===== src/rtl/register_memory.sv =====
// Host-visible register memory: a read-only region loaded by the application and
// a read/write region that is zeroed by a clear sequence after reset or on request.
//
//   state    | meaning
//   ---------+-------------------------------------------------------------
//   ST_CLEAR | zeroing RW word cnt_q each cycle; busy high, host writes rejected
//   ST_IDLE  | normal operation; host may write the RW region
module register_memory #(
   parameter int DATA_WIDTH = 16,
   parameter int RO_DEPTH   = 128,
   parameter int RW_DEPTH   = 128,
   localparam int ADDR_WIDTH = $clog2(RO_DEPTH + RW_DEPTH),
   localparam int RO_AW      = $clog2(RO_DEPTH),
   localparam int RW_AW      = $clog2(RW_DEPTH)
) (
   input  logic                  clk,
   input  logic                  rst,
   input  logic [ADDR_WIDTH-1:0] mem_addr,
   input  logic [DATA_WIDTH-1:0] mem_data_in,
   input  logic                  mem_we,
   output logic [DATA_WIDTH-1:0] mem_data_out,
   input  logic                  mem_reset,
   input  logic                  ro_wr_en,
   input  logic [RO_AW-1:0]      ro_wr_addr,
   input  logic [DATA_WIDTH-1:0] ro_wr_data,
   input  logic [RW_AW-1:0]      rw_rd_addr,
   output logic [DATA_WIDTH-1:0] rw_rd_data,
   output logic                  busy,
   output logic                  clear_done,
   output logic                  wr_err
);

   localparam logic [0:0] ST_CLEAR = 1'b0;
   localparam logic [0:0] ST_IDLE  = 1'b1;

   localparam int               TOTAL_DEPTH = RO_DEPTH + RW_DEPTH;
   localparam logic [RW_AW-1:0] CNT_LAST    = RW_AW'(RW_DEPTH - 1);

   logic [DATA_WIDTH-1:0] ro_mem [RO_DEPTH];
   logic [DATA_WIDTH-1:0] rw_mem [RW_DEPTH];

   logic [0:0]            state_q, state_d;
   logic [RW_AW-1:0]      cnt_q, cnt_d;
   logic                  clear_done_q, clear_done_d;
   logic                  wr_err_q, wr_err_d;
   logic [DATA_WIDTH-1:0] mem_data_out_q, mem_data_out_d;
   logic [DATA_WIDTH-1:0] rw_rd_data_q, rw_rd_data_d;

   logic [31:0]      addr_ext;
   logic             addr_is_ro;
   logic             addr_is_rw;
   logic [RO_AW-1:0] ro_idx;
   logic [RW_AW-1:0] rw_idx;
   logic             host_wr_ok;
   logic             clr_wr;

   // Address decode is done at 32 bits so the out-of-range test stays valid
   // for depths that do not fill the address space.
   always_comb begin
      addr_ext   = 32'(mem_addr);
      addr_is_ro = addr_ext < 32'(RO_DEPTH);
      addr_is_rw = !addr_is_ro && (addr_ext < 32'(TOTAL_DEPTH));
      ro_idx     = RO_AW'(addr_ext);
      rw_idx     = RW_AW'(addr_ext - 32'(RO_DEPTH));
   end

   always_comb begin
      clr_wr     = (state_q == ST_CLEAR);
      host_wr_ok = mem_we && addr_is_rw && (state_q == ST_IDLE) && !mem_reset;
      wr_err_d   = mem_we && !host_wr_ok;
   end

   always_comb begin
      state_d      = state_q;
      cnt_d        = cnt_q;
      clear_done_d = 1'b0;
      case (state_q)
         ST_CLEAR: begin
            if (mem_reset) begin
               cnt_d = '0;
            end else if (cnt_q == CNT_LAST) begin
               state_d      = ST_IDLE;
               cnt_d        = '0;
               clear_done_d = 1'b1;
            end else begin
               cnt_d = cnt_q + 1'b1;
            end
         end
         default: begin
            if (mem_reset) begin
               state_d = ST_CLEAR;
               cnt_d   = '0;
            end
         end
      endcase
   end

   // Reads sample the arrays before this edge's writes land: read-before-write.
   always_comb begin
      mem_data_out_d = '0;
      if (addr_is_ro) begin
         mem_data_out_d = ro_mem[ro_idx];
      end else if (addr_is_rw) begin
         mem_data_out_d = rw_mem[rw_idx];
      end
      rw_rd_data_d = rw_mem[rw_rd_addr];
   end

   always_ff @(posedge clk or negedge rst) begin
      if (!rst) begin
         state_q        <= ST_CLEAR;
         cnt_q          <= '0;
         clear_done_q   <= 1'b0;
         wr_err_q       <= 1'b0;
         mem_data_out_q <= '0;
         rw_rd_data_q   <= '0;
      end else begin
         state_q        <= state_d;
         cnt_q          <= cnt_d;
         clear_done_q   <= clear_done_d;
         wr_err_q       <= wr_err_d;
         mem_data_out_q <= mem_data_out_d;
         rw_rd_data_q   <= rw_rd_data_d;
      end
   end

   // Arrays carry no reset; the clear sequence initialises the RW region.
   always_ff @(posedge clk) begin
      if (ro_wr_en) begin
         ro_mem[ro_wr_addr] <= ro_wr_data;
      end
      if (clr_wr) begin
         rw_mem[cnt_q] <= '0;
      end else if (host_wr_ok) begin
         rw_mem[rw_idx] <= mem_data_in;
      end
   end

   assign busy         = (state_q == ST_CLEAR);
   assign clear_done   = clear_done_q;
   assign wr_err       = wr_err_q;
   assign mem_data_out = mem_data_out_q;
   assign rw_rd_data   = rw_rd_data_q;

endmodule


===== config.mk =====
export PLATFORM = sky130hd
export DESIGN_NAME = register_memory
export DESIGN_NICKNAME = d
export VERILOG_FILES = /design/src/rtl/register_memory.sv
export SDC_FILE = /design/constraint.sdc
export NUM_CORES = 2
export LEC_CHECK = 0
export BUFFER_PORTS_ARGS = -buffer_cell sky130_fd_sc_hd__buf_2
export CAP_MARGIN = 10
export CORE_UTILIZATION = 50
export CTS_BUF_LIST = sky130_fd_sc_hd__clkbuf_16
export DETAILED_ROUTE_END_ITERATION = 7
export PLACE_DENSITY = 0.75
export SLEW_MARGIN = 0
export SYNTH_ARGS = -nofsm -noshare
export SYNTH_HDL_FRONTEND = slang
export SYNTH_SLANG_ARGS = --single-unit

===== constraint.sdc =====
create_clock -name clk -period 4.3 [get_ports clk]
set_input_delay 0.86 -clock clk [delete_from_list [all_inputs] [get_ports clk]]
set_output_delay 0.86 -clock clk [all_outputs]
set_load 0.02 [all_outputs]

== Word-level counts from Yosys, hierarchy flattened ==
Memories as Yosys holds them, arrays and structs flattened. A register that Yosys moved wholly into a read port is not among the register bits.
Index checks and enable logic that the tools add are counted.
Operators by class
  equal/unequal tests: 2
  bitwise logic cells: 1
  multiplexer cells: 19
  order comparisons: 1
  add/subtract/negate cells: 2
  reduce and logical (&&, ||, !) cells: 9
Operator list (number)
  $mux 7: 5
  $mux 16: 2
  $reduce_or 16->1: 1
  $mux 1: 12
  $lt 8x8->1 const B: 1
  $add 7x1->7 const B: 1
  $eq 7x7->1 const B: 1
  $sub 7x1->7 const B: 1
  $logic_and 1x1->1: 4
  $logic_not 1->1: 4
  $ne 2x2->1 const B: 1
  $not 1->1: 1
Word-level totals
  input port bits: 59
  RAM bits: 4096
  word-level logic and storage cells: 41
  memories kept: 2
  bits in registers: 26
Memories
  ro_mem: words 128, width 16, read ports 1, clocked after Yosys merged registers in 0, wr ports 1, line 39  | logic [DATA_WIDTH-1:0] ro_mem [RO_DEPTH];
  rw_mem: words 128, width 16, read ports 2, clocked after Yosys merged registers in 1, wr ports 1, line 40  | logic [DATA_WIDTH-1:0] rw_mem [RW_DEPTH];

== Longest topological paths before layout ==
  depth after elaboration: 10
  depth in mapped cells: 13
  depth with buffers taken out: 7

== Least setup slack after synthesis ==
Ideal clock, no wire load.
  path type: input to register
  start point: in mem_reset
  end point: mem rw_mem[0][0], data pin
  data required time: 3.766 ns
  arrival: 3.555 ns
  buffers on the path: 3
  path slack: 0.211 ns
  stages on the path: 6
  cells stage by stage: clkbuf_1 -> nor2b_1 -> and3_1 -> clkbuf_1 -> clkbuf_1 -> and2_1
On the way
  cells in the longest elaborated chain, start to end: 7
RTL lines
  start: declaration: line 22  | input logic mem_reset,
  $logic_not 1->1: line 69  | host_wr_ok = mem_we && addr_is_rw && (state_q == ST_IDLE) && !mem_reset;
  $logic_and 1x1->1: line 69
  $mux 1: line 134  | end else if (host_wr_ok) begin
  $mux 1: line 132  | if (clr_wr) begin
  $mux 1 (not written as such): line 135  | rw_mem[rw_idx] <= mem_data_in;
  $reduce_or 16->1 (no line)
  $mux 16 (no line)
  end: declaration: line 40
No other way between the ends.

== Worst setup path in the final report ==
  start point: in mem_addr[0]
  end point: reg mem_data_out_q[9], in the netlist mem_data_out[9]
On the way
  cells in the longest elaborated chain, start to end: 3
RTL lines
  start: declaration: line 18  | input logic [ADDR_WIDTH-1:0] mem_addr,
  $sub 7x1->7: line 64  | rw_idx = RW_AW'(addr_ext - 32'(RO_DEPTH));
  $mem_v2 128x16
  $mux 16 *: line 101  | if (addr_is_ro) begin
  via mem_data_out_d[9]: line 46  | logic [DATA_WIDTH-1:0] mem_data_out_q, mem_data_out_d;
  end signal: assignment: line 122  | mem_data_out_q <= mem_data_out_d;
  end: declaration: line 46
Mark *: on every way through the listed nets, which the timed path passes. The rest lies on a longest branch.
A chain may end at the register's enable or synchronous reset.

==> flow_summary.ini <==
[status]
outcome = finished, violations left
violations = DRC, slew limit

[die]
start_util = 0.5039
coreArea_um2 = 350500
die_x_um = 596.4
top_level_ports = 94
die_h_um = 596.4
dieArea_um2 = 355700
rows = 217

[synthesis]
synth_area_per_cell_um2 = 21.03
syn_nets = 8460
ys_types = 78
synth_ff_type = edfxtp_1
syn_area_um2 = 176600
synthArstFlopShare = 0.01015
yosys_register_bits = 4138
seq_area_frac_synth = 0.7023
syn_inst = 8400
synth_top_area_frac = 0.6963
synth-edff-count = 4096
synth.yosys.warnings = 0
synth_area_leaders = edfxtp_1, mux4_2, mux2i_1
yosysTopAreaCell = edfxtp_1

[clock_tree]
post_cts_buffers = 0
cts_buffer_depth = 4
cts_tree = built
htreeDepth = 5
cts_buffers = 402
clkTransAtPathRegs_ns = 0.07
ctsHoldBuffers = 0
clock_sinks = 4138
clk_latency_ns = 0.96
cts_resized = 0
cts_root_buffer = clkbuf_16

[timing]
setup_viol = 0
post-route-period-util = 0.9449
slew_violations = 1
hold_violations = 0
clock.fmax_ghz = 0.2461
final.setup.worst_slack_ns = 0.2368
skew_ns = 0.05602
relSlewSlack = -0.05590
rsz0062_at_grt = false
period_minus_slack_ns = 4.063
fin_tns_setup_ns = 0
worstMarginPinSlew_ns = 1.584

[place]
pre_cts_slack_ns = -0.4741
hpwl_mm = 346.9
port_buffers = 93
place_congestion = 0.9704
place_inst = 13390

[cells_and_area]
fin_nets = 9149
final_cell_mix = edfxtp_1, mux4_2, buf_4, mux2i_1, clkbuf_16
syn_to_final_growth_pct = 13.15
fillers = 24750
final_util = 0.5702
multi_input_area_um2 = 49060
fin_cells = 14150
layout_commonest_cell = edfxtp_1
seq_area_um2 = 124000
layout-drive-gt1-share = 0.3259

[global_route]
grt-ovfl-total = 0
grt_pass1_wl_mm = 762.8
grt_pass1_vias = 98500
grt_max_degree = 129
globalRouteTotalUtil = 0.3063
antenna_found_initial = 40

[detailed_routing]
wl_per_cell_um = 38.97
wl_mm = 551.4
drt_iter0_markers = 17730
ant_nets = 0
vias = 101200
drc = 2
dr.pass1.iters = 8
avgViaCountPerCell = 7.151

[run]
max_cap_viol_count = 0

[setup_path]
crit_fanout = 21
start_kind = input port
worstReg2RegStart = rw_mem[84][9]
critPathKind = in2reg
crit_path_end_kind = flop
regToRegSetupSlack_ns = 0.66
cp.required_ns = 5.06
reg2reg_depth = 8
r2r_end = mem_data_out[9]
cp.arrival_ns = 4.83

[power_and_ir_drop]
p_per_area_nw_per_um2 = 421.0
p_seq_frac = 0.526
p_total_mw = 84.15
power_frac_comb = 0.059
p_sw_mw = 18.59
switching_share = 0.2209
p_int_mw = 65.57
clkPwrFrac = 0.415
leakage_nw = 69.00
vdd_drop_max_v = 0.0004826

[min_path]
hold_class = in2async
[flip-flops by register name, indices dropped and copies added, names as in the netlist]
register and count:
clear_done 1, cnt_q 7, mem_data_out 16, ro_mem 2048, rw_mem 2048, rw_rd_data 16
state_q 1, wr_err 1
[cells in the mapped netlist (39+ instances only)]
cell type and number:
buf_8 48, nand3_1 80, a21oi_1 147, nor3_1 51, buf_6 65, mux2i_1 471
mux2_2 57, clkbuf_1 212, a22oi_1 59, o221ai_1 163, edfxtp_1 4096, o21ai_0 80
mux4_2 1367, o22ai_1 153, dfrtp_1 42, a221oi_1 48, nor2_1 309, nand2_1 282
mux4_1 110, buf_2 147, buf_1 39
[per-stage QoR]
stage	hold slack [ns]	instance area, um2
global placement	0.5914	187000
global route	0.1677	199800
finish	0.1577	199900
floorplan	0.5644	176600
detailed placement	0.6064	187000
CTS	0.1167	199800
[layer usage]
| metal | routed length [um] | global-route usage | vias to the layer above |
|---|---|---|---|
| met5 | 478 | 0.006491 | - |
| met4 | 34800 | 0.1611 | 30 |
| li1 | - | - | 37700 |
| met1 | 182100 | 0.3943 | 52630 |
| met3 | 80550 | 0.09831 | 1627 |
| met2 | 253500 | 0.4675 | 9186 |
[power groups by stage]
stage          combinational, mW  clock, mW  sequential, mW
6_report                    4.97       34.9            44.3
4_1_cts                     4.84       35.0            44.3
5_1_grt                     5.03       36.4            44.3
2_1_floorplan               2.60          0            45.1
3_5_place_dp                4.81          0            45.1
3_3_place_gp                4.75          0            45.1
[cell type report]
type / count / area share
Multi-Input combinational cell: 3668 / 0.2454
Clock buffer: 411 / 0.05146
Clock inverter: 312 / 0.01262
Timing Repair Buffer: 872 / 0.03978
Sequential cell: 4138 / 0.6206
Inverter: 7 / 0.0002066
Tap cell: 4708 / 0.02947
Antenna cell: 32 / 0.0004006
[logic make-up (layout without fill, tap and decap cells)]
family,count (synthesis),count (layout),synth area share
fa+ha+maj,1,1,0.00007082
xor+xnor,4,4,0.0001984
flops,4138,4138,0.7023
compound gates,803,803,0.03198
other cells,0,32,0
buf+inv,594,1602,0.02327
simple gates,854,854,0.02109
mux,2006,2006,0.2211
[how the worst max path moves through the flow]
stage                      startpoint         endpoint
after floorplan             mem_reset     rw_mem[0][0]
after global placement    mem_addr[0]  mem_data_out[9]
after detailed placement  mem_addr[0]  mem_data_out[9]
after CTS                 mem_addr[0]  mem_data_out[9]
after global routing      mem_addr[0]  mem_data_out[9]
final                     mem_addr[0]  mem_data_out[9]
[worst max-delay path, cell delays in order]
cell and delay, ns:
buf_12 0.19, buf_12 0.21, buf_12 0.24, buf_12 0.23, mux2i_1 0.22, o221ai_1 0.52, o21ai_0 0.19, a211oi_1 0.41
buf_4 0.23, o211ai_1 0.08, or4_1 0.70, nor3_1 0.61
Note: power is estimated with default switching activity, not from simulation.
